==> config.mk <==
export PLATFORM = sky130hd
export DESIGN_NAME = instruction_fetch_unit_flat
export DESIGN_NICKNAME = d
export VERILOG_FILES = /design/src/rtl/instruction_fetch_unit_if.sv /design/src/rtl/instruction_fetch_unit.sv /design/src/flat_wrapper.sv
export SDC_FILE = /design/constraint.sdc
export NUM_CORES = 1
export LEC_CHECK = 0
export BUFFER_PORTS_ARGS = -buffer_cell sky130_fd_sc_hd__buf_2
export CAP_MARGIN = 25
export CORE_MARGIN = 8
export CORE_UTILIZATION = 49
export CTS_CLUSTER_DIAMETER = 150
export DETAILED_ROUTE_END_ITERATION = 6
export MAX_ROUTING_LAYER = met4
export PLACE_DENSITY = 0.81
export SLEW_MARGIN = 20
export SYNTH_ARGS = -nofsm -noshare
export SYNTH_HDL_FRONTEND = slang
export SYNTH_SLANG_ARGS = --single-unit
export TNS_END_PERCENT = 5
==> constraint.sdc <==
create_clock -name clk -period 3.5 [get_ports clk]
set_clock_uncertainty 0.1 [all_clocks]
set_input_delay 0.7 -clock clk [delete_from_list [all_inputs] [get_ports clk]]
set_output_delay 0.7 -clock clk [all_outputs]
set_load 0.02 [all_outputs]
==> src/rtl/instruction_fetch_unit_if.sv <==
// Bus between the fetch unit, the control FSM and the instruction memory read port.
// The fetch unit sits on the slave modport; the control/memory side uses master.
interface instruction_fetch_unit_if #(
  parameter int unsigned ADDR_WIDTH = 16,
  parameter int unsigned DATA_WIDTH = 32
);
  logic                         fetch_req;
  logic                         pc_write;
  logic [1:0]                   pc_src;
  logic signed [ADDR_WIDTH-1:0] branch_offset;
  logic [ADDR_WIDTH-1:0]        jump_target;
  logic [ADDR_WIDTH-1:0]        inst_address;
  logic [DATA_WIDTH-1:0]        read_data;
  logic [DATA_WIDTH-1:0]        instr;
  logic                         instr_valid;
  logic                         fetch_busy;
  logic [ADDR_WIDTH-1:0]        pc;
  logic [ADDR_WIDTH-1:0]        pc_plus1;
  logic                         addr_fault;

  modport master (
    output fetch_req, pc_write, pc_src, branch_offset, jump_target, read_data,
    input  inst_address, instr, instr_valid, fetch_busy, pc, pc_plus1, addr_fault
  );

  modport slave (
    input  fetch_req, pc_write, pc_src, branch_offset, jump_target, read_data,
    output inst_address, instr, instr_valid, fetch_busy, pc, pc_plus1, addr_fault
  );
endinterface

==> src/rtl/instruction_fetch_unit.sv <==
// Multicycle-CPU instruction fetch: PC register, instruction register and a
// four-state fetch FSM that halts in FAULT when the PC leaves instruction memory.
module instruction_fetch_unit #(
  parameter int unsigned ADDR_WIDTH = 16,
  parameter int unsigned DATA_WIDTH = 32,
  parameter int unsigned MEM_DEPTH  = 256,
  parameter int unsigned RESET_PC   = 0
) (
  input  logic                    clk,
  input  logic                    rst,
  instruction_fetch_unit_if.slave bus
);

  typedef enum logic [1:0] {
    IDLE  = 2'b00,
    FETCH = 2'b01,
    DONE  = 2'b10,
    FAULT = 2'b11
  } state_t;

  localparam logic [ADDR_WIDTH:0]   MEM_LIMIT = (ADDR_WIDTH+1)'(MEM_DEPTH);
  localparam logic [ADDR_WIDTH-1:0] PC_RESET  = ADDR_WIDTH'(RESET_PC);

  state_t                  state_q, state_d;
  logic [ADDR_WIDTH-1:0]   pc_q, pc_d;
  logic [DATA_WIDTH-1:0]   instr_q, instr_d;
  logic                    valid_q, busy_q, fault_q;
  logic [ADDR_WIDTH-1:0]   pc_plus1;
  logic [ADDR_WIDTH-1:0]   pc_target;

  function automatic logic out_of_range(input logic [ADDR_WIDTH-1:0] addr);
    return {1'b0, addr} >= MEM_LIMIT;
  endfunction

  // Branch offset is two's complement; same-width add drops the carry.
  function automatic logic [ADDR_WIDTH-1:0] select_pc(
    input logic [1:0]                   src,
    input logic [ADDR_WIDTH-1:0]        cur,
    input logic [ADDR_WIDTH-1:0]        inc,
    input logic signed [ADDR_WIDTH-1:0] offset,
    input logic [ADDR_WIDTH-1:0]        target
  );
    logic [ADDR_WIDTH-1:0] res;
    case (src)
      2'b00:   res = inc;
      2'b01:   res = inc + $unsigned(offset);
      2'b10:   res = target;
      default: res = cur;
    endcase
    return res;
  endfunction

  assign pc_plus1  = pc_q + ADDR_WIDTH'(1);
  assign pc_target = select_pc(bus.pc_src, pc_q, pc_plus1, bus.branch_offset, bus.jump_target);

  always_comb begin
    state_d = state_q;
    pc_d    = pc_q;
    instr_d = instr_q;
    case (state_q)
      IDLE: begin
        if (bus.pc_write) pc_d = pc_target;
        // A PC written together with the request is range-checked on FETCH entry.
        if (bus.fetch_req) begin
          if (bus.pc_write || !out_of_range(pc_q)) state_d = FETCH;
          else                                     state_d = FAULT;
        end
      end
      FETCH: begin
        if (out_of_range(pc_q)) begin
          state_d = FAULT;
        end else begin
          instr_d = bus.read_data;
          pc_d    = bus.pc_write ? pc_target : pc_plus1;
          state_d = DONE;
        end
      end
      DONE: begin
        if (bus.pc_write) pc_d = pc_target;
        state_d = IDLE;
      end
      default: state_d = FAULT;
    endcase
  end

  always_ff @(posedge clk) begin
    if (rst) begin
      state_q <= IDLE;
      pc_q    <= PC_RESET;
      instr_q <= '0;
      valid_q <= 1'b0;
      busy_q  <= 1'b0;
      fault_q <= 1'b0;
    end else begin
      state_q <= state_d;
      pc_q    <= pc_d;
      instr_q <= instr_d;
      valid_q <= (state_d == DONE);
      busy_q  <= (state_d == FETCH);
      fault_q <= (state_d == FAULT);
    end
  end

  assign bus.inst_address = pc_q;
  assign bus.pc           = pc_q;
  assign bus.pc_plus1     = pc_plus1;
  assign bus.instr        = instr_q;
  assign bus.instr_valid  = valid_q;
  assign bus.fetch_busy   = busy_q;
  assign bus.addr_fault   = fault_q;

endmodule

==> src/flat_wrapper.sv <==
// flat-port wrapper written by rule: the top's interface ports become plain ports
module instruction_fetch_unit_flat 
#(
  parameter int unsigned ADDR_WIDTH = 16,
  parameter int unsigned DATA_WIDTH = 32,
  parameter int unsigned MEM_DEPTH  = 256,
  parameter int unsigned RESET_PC   = 0
)
  (clk, rst, bus_fetch_req, bus_pc_write, bus_pc_src, bus_branch_offset, bus_jump_target, bus_read_data, bus_inst_address, bus_instr, bus_instr_valid, bus_fetch_busy, bus_pc, bus_pc_plus1, bus_addr_fault);
  instruction_fetch_unit_if #(.ADDR_WIDTH(ADDR_WIDTH), .DATA_WIDTH(DATA_WIDTH)) bus_i ();
  input  logic clk;
  input  logic rst;
  input wire logic [$bits(bus_i.fetch_req)-1:0] bus_fetch_req;
  input wire logic [$bits(bus_i.pc_write)-1:0] bus_pc_write;
  input wire logic [$bits(bus_i.pc_src)-1:0] bus_pc_src;
  input wire logic [$bits(bus_i.branch_offset)-1:0] bus_branch_offset;
  input wire logic [$bits(bus_i.jump_target)-1:0] bus_jump_target;
  input wire logic [$bits(bus_i.read_data)-1:0] bus_read_data;
  output wire logic [$bits(bus_i.inst_address)-1:0] bus_inst_address;
  output wire logic [$bits(bus_i.instr)-1:0] bus_instr;
  output wire logic [$bits(bus_i.instr_valid)-1:0] bus_instr_valid;
  output wire logic [$bits(bus_i.fetch_busy)-1:0] bus_fetch_busy;
  output wire logic [$bits(bus_i.pc)-1:0] bus_pc;
  output wire logic [$bits(bus_i.pc_plus1)-1:0] bus_pc_plus1;
  output wire logic [$bits(bus_i.addr_fault)-1:0] bus_addr_fault;
  assign bus_i.fetch_req = bus_fetch_req;
  assign bus_i.pc_write = bus_pc_write;
  assign bus_i.pc_src = bus_pc_src;
  assign bus_i.branch_offset = bus_branch_offset;
  assign bus_i.jump_target = bus_jump_target;
  assign bus_i.read_data = bus_read_data;
  assign bus_inst_address = bus_i.inst_address;
  assign bus_instr = bus_i.instr;
  assign bus_instr_valid = bus_i.instr_valid;
  assign bus_fetch_busy = bus_i.fetch_busy;
  assign bus_pc = bus_i.pc;
  assign bus_pc_plus1 = bus_i.pc_plus1;
  assign bus_addr_fault = bus_i.addr_fault;
  instruction_fetch_unit #(.ADDR_WIDTH(ADDR_WIDTH), .DATA_WIDTH(DATA_WIDTH), .MEM_DEPTH(MEM_DEPTH), .RESET_PC(RESET_PC)) u_core (.clk(clk), .rst(rst), .bus(bus_i));
endmodule
# Yosys cells after proc, flatten, opt, wreduce, memory -nomap -nowiden
# Index checks and enable logic that the tools add are counted.
# totals
out_inout_bits	83
word_cells	36
input_bits	70
ff_bits	53
# classes
order_cmp	1
n_mux	9
n_reduce_logical	8
n_bitwise	1
addsub	2
n_eq_ne	9
# op_table
op	n
$mux 16	3
$pmux 16 s3	1
$pmux 16 s2	1
$add 16x1->16 const B	1
$add 16x16->16	1
$ge 16x9->1 const B	1
$eq 2x2->1 const B	4
$eq 2x1->1 const B	3
$pmux 2 s3	1
$logic_not 2->1	2
$mux 2	2
$reduce_and 3->1	1
$ne 2x1->1 const B	1
$ne 2x2->1 const B	1
$reduce_and 2->1	1
$reduce_bool 2->1	1
$reduce_or 2->1	1
$logic_not 1->1	1
$logic_or 1x1->1	1
$mux 1	1
$not 1->1	1

# Longest topological paths before layout
# logic_depth
depth_word	7
mapped_depth	13
depth_no_buf	12

# Worst setup path after synthesis
# Ideal clock, no wire load.
# synth_timing
path_type	reg2reg
startpoint	register u_core.pc_q[2], in the netlist u_core.bus.inst_address[2]
endpoint	register u_core.pc_q[15], in the netlist u_core.bus.inst_address[15]
setup_slack_ns	0.208
required_ns	3.313
setup_time_ns	0.087
path_stages_with_launch	12
t_arrival_ns	3.105
period_less_slack_ns	3.292
n_path_buf	1
cell_sequence	dfxtp_1 > clkbuf_1 > nand4_1 > nor4_1 > xor2_1 > ha_1 > nand2_1 > o21ai_0 > a31oi_1 > o31ai_1 > xnor2_1 > o31ai_1
# synth_between
elab_chain_len	6
word_cells_on_any_way	10
cone_classes	add/sub (2); order compare (1); eq/ne (1); mux (5); reduce/logical (1)
# synth_lines
element	line_no	rtl
start: declaration	instruction_fetch_unit.sv:25	logic [ADDR_WIDTH-1:0] pc_q, pc_d;
start signal: assignment	instruction_fetch_unit.sv:96	pc_q <= pc_d;
$add 16x1->16 (*)	instruction_fetch_unit.sv:53	assign pc_plus1 = pc_q + ADDR_WIDTH'(1);
net bus_pc_plus1[9]	flat_wrapper.sv:24	output wire logic [$bits(bus_i.pc_plus1)-1:0] bus_pc_plus1;
$add 16x16->16 (*)	instruction_fetch_unit.sv:46	2'b01: res = inc + $unsigned(offset);
$pmux 16 s3 (*)	instruction_fetch_unit.sv:44	case (src)
$mux 16	instruction_fetch_unit.sv:74	pc_d = bus.pc_write ? pc_target : pc_plus1;
$mux 16	instruction_fetch_unit.sv:70	if (out_of_range(pc_q)) begin
$pmux 16 s2 (*)	instruction_fetch_unit.sv:60	case (state_q)
# The timed path passes the listed nets; every way through them passes the cells marked *. The select of a mux whose other input is x is not followed.
# A chain may end at the register's enable or synchronous reset.

# Worst setup path in the final report
# layout_timing
startpoint	register u_core.pc_q[2], in the netlist u_core.bus.inst_address[2]
endpoint	register u_core.pc_q[15], in the netlist u_core.bus.inst_address[15]
# layout_between
elab_chain_len	6
word_cells_on_any_way	10
cone_classes	add/sub (2); order compare (1); eq/ne (1); mux (5); reduce/logical (1)
# layout_lines
element	line_no
$add 16x1->16	instruction_fetch_unit.sv:53
$add 16x16->16	instruction_fetch_unit.sv:46
$pmux 16 s3	instruction_fetch_unit.sv:44
$mux 16	instruction_fetch_unit.sv:74
$mux 16	instruction_fetch_unit.sv:70
$pmux 16 s2	instruction_fetch_unit.sv:60
# Several ways; a longest one is shown, not always the timed one. The select of a mux whose other input is x is not followed.

==> impl_metrics.toml <==
[status]
status = "complete, no violations"

[pwr]
power_leakage_nw = 2.17
power_density_nw_per_um2 = 443
p_total_mw = 2.02
ir_drop_mv = 0.270

[cts]
cts_max_level = 2
numCtsBuffers = 5
root_buffer = "clkbuf_8"
clkLatencyLatePin_ns = 0.31
postCtsHoldBufs = 0
cts_buffer_depth = 2
cts.sinks = 53
tritoncts = "yes"
clk_pin_slew_ns = 0.10

[grt]
grt_pass1_vias = 4096
grt-ovfl-total = 0
grt_max_degree = 34
grt_pass1_wl_mm = 20.1
grt_antenna_before_repair = 0
grt_usage_pct = 24.5

[setup_path]
critical_path.cell_chain = "nand4_1 -> nor4_1 -> xnor2_1 -> ha_1 -> and3_1 -> nand2_1 -> o31ai_1 -> xnor2_1 -> o31ai_1"
r2r_cells = 9
cp_slowest_cell = "nor4_1"
crit_path_end_kind = "flop"
cp_num_buf_inv = 0
crit_family = "simple AND/OR/NAND/NOR gates"
start_kind = "flop"
arrival_ns = 3.37
max_stage_delay_ns = 0.63
path_class = "reg2reg"
worst-path-stages = 9
critPathMaxFanout = 9
crit_required_ns = 3.63

[sta]
setup_violations = 0
min_period_ns = 3.24
fmax_mhz = 309
finalHoldViolations = 0
worst_slew_pin_slew_ns = 0.703
maxSlewViolCount = 0
rsz0062_at_grt = "no"
relSlewSlack_pct = 53.0
fin_crit_sh_pct = 92.5
setup_tns_ns = 0

[layout]
layout-drive-gt1-share_pct = 28.5
antenna_cells = 0
multi_input_area_um2 = 2350
final_net_count = 718
final-seq-area_um2 = 1060
n_fill_cell = 718
area_growth_syn_to_layout_pct = 23.1

[floorplanning]
initial_utilization_pct = 50.8
die_area_um2 = 10600
rows = 31
ios = 153
die_y_um = 103
coreArea_um2 = 7290
die_width_um = 103

[synth]
synth_cell_types = 59
ys_seq_area_share_pct = 28.6
synth_cells = 500
yosys-top-cells-area = "dfxtp_1, nand2_1, a21oi_1"
synth_area_um2 = 3700
synth_top_area_share_pct = 28.6
synth.largest_area_cell = "dfxtp_1"
synth_edf_count = 0
yosysMostFrequentCell = "nand2_1"
avgSynthCellArea_um2 = 7.41
synthArstFlopShare_pct = 0
synth-seq-cells = 53
synth.yosys.warnings = 0
synth_common_cells = "nand2_1, a21oi_1, dfxtp_1, nor2_1, o21ai_0"
synth_ff_type = "dfxtp_1"
synth_nets = 591

[placement]
portBuffers = 152
gp_congestion = 1.00
dp.final_hpwl_mm = 10.0

[job]
maxCapViolCount = 0

[drt]
avgRoutedWirePerCell_um = 17.8
drt_iter0_drc = 307
drcViolationCount = 0
drt-pass1-iter-count = 5
num_vias = 4214
routed_wl_mm = 12.9
antenna_left = 0
viasPerCell = 5.80

[hold_path]
hp-class = "reg2reg"
hold_depth = 2
[through the flow]
stage	hold slack [ns]	util [%]	instances	area (um^2)	worst slack, ns
after floorplan	0.430	-	500	3700	0.208
after global placement	0.334	60.9	719	4440	0.463
after detailed placement	0.340	60.9	719	4440	0.265
after CTS	0.355	62.4	727	4550	0.240
after global routing	0.373	62.5	727	4560	0.0216
final	0.351	62.5	727	4560	0.263
[final cells by class]
cell class | count | area share (%)
well taps | 99 | 2.72
clock inverters | 3 | 0.960
repair buffers | 161 | 18.2
flip-flops and latches | 53 | 23.3
inverters | 21 | 1.73
clock buffers | 5 | 1.51
multi-input cells | 385 | 51.6
[registers in the layout, indices dropped and copies added, names as in the netlist]
signal                   count
u_core.bus.addr_fault        1
u_core.bus.fetch_busy        1
u_core.bus.inst_address     16
u_core.bus.instr            32
u_core.bus.instr_valid       1
u_core.state_q               2
[report_power, final]
part	switching (mW)	internal, mW
sequential	0.0664	0.660
clock	0.221	0.215
combinational	0.542	0.316
total	0.830	1.19
[worst min-delay path: cells and delay by family (launching register included)]
family	cells	cell delay [ns]
flops	1	0.32
compound gates	1	0.05
simple gates	1	0.05
[final timing paths]
path | slack [ns] | from | endpoint
max | 0.26 | u_core.bus.inst_address[2]$_SDFFE_PP0P_ | u_core.bus.inst_address[15]$_SDFFE_PP0P_
min | 0.35 | u_core.bus.instr[8]$_SDFFE_PP0P_ | u_core.bus.instr[8]$_SDFFE_PP0P_
max reg2reg | 0.26 | u_core.bus.inst_address[2]$_SDFFE_PP0P_ | u_core.bus.inst_address[15]$_SDFFE_PP0P_
min reg2reg | 0.35 | u_core.bus.instr[8]$_SDFFE_PP0P_ | u_core.bus.instr[8]$_SDFFE_PP0P_
[cell usage in the layout (no fill, tap or decap), types with 2 or more instances in the layout]
master	n
buf_2	152
nand2_1	91
a21oi_1	65
dfxtp_1	52
nor2_1	31
o21ai_0	25
inv_1	21
ha_1	20
nand3_1	13
xnor2_1	12
mux2i_1	11
xor2_1	10
buf_4	9
nor3_1	8
o211ai_1	7
a221oi_1	6
a21o_1	6
or3_1	5
clkbuf_8	5
nand2b_1	4
a22oi_1	4
nor2b_1	4
nand4_1	3
or2_2	3
nor4_1	3
or4_1	3
a31oi_1	3
and3_1	3
o31ai_1	3
o22ai_1	3
nor3b_1	3
o211a_1	3
o21a_1	3
nor4_2	2
o31a_1	2
a211oi_1	2
nand3b_1	2
a221o_1	2
[metal layers]
layer | vias up | part of all wire [%] | GRT usage, % | routed length (um)
met5 | - | 0 | - | 0
met4 | 0 | 1.8 | 7.68 | 239
met3 | 26 | 8.5 | 3.24 | 1100
met2 | 213 | 50 | 41.1 | 6430
met1 | 1959 | 40 | 29.6 | 5180
li1 | 2016 | - | - | -
[kinds of logic (layout without fill, tap and decap cells)]
group	after synthesis	after routing	share of synthesized area, %
compound gates	149	149	25.0
xor+xnor	22	22	5.20
fa+ha+maj	21	21	7.29
buf+inv	62	190	7.97
flops	53	53	28.6
mux	12	12	3.28
simple gates	181	181	22.6
[repair_timing]
item                                    CTS  global route
resized for setup                         0             2
setup buffers                             0             0
endpoints found under the setup margin    0             2
Power figures use the tool's default switching activity.
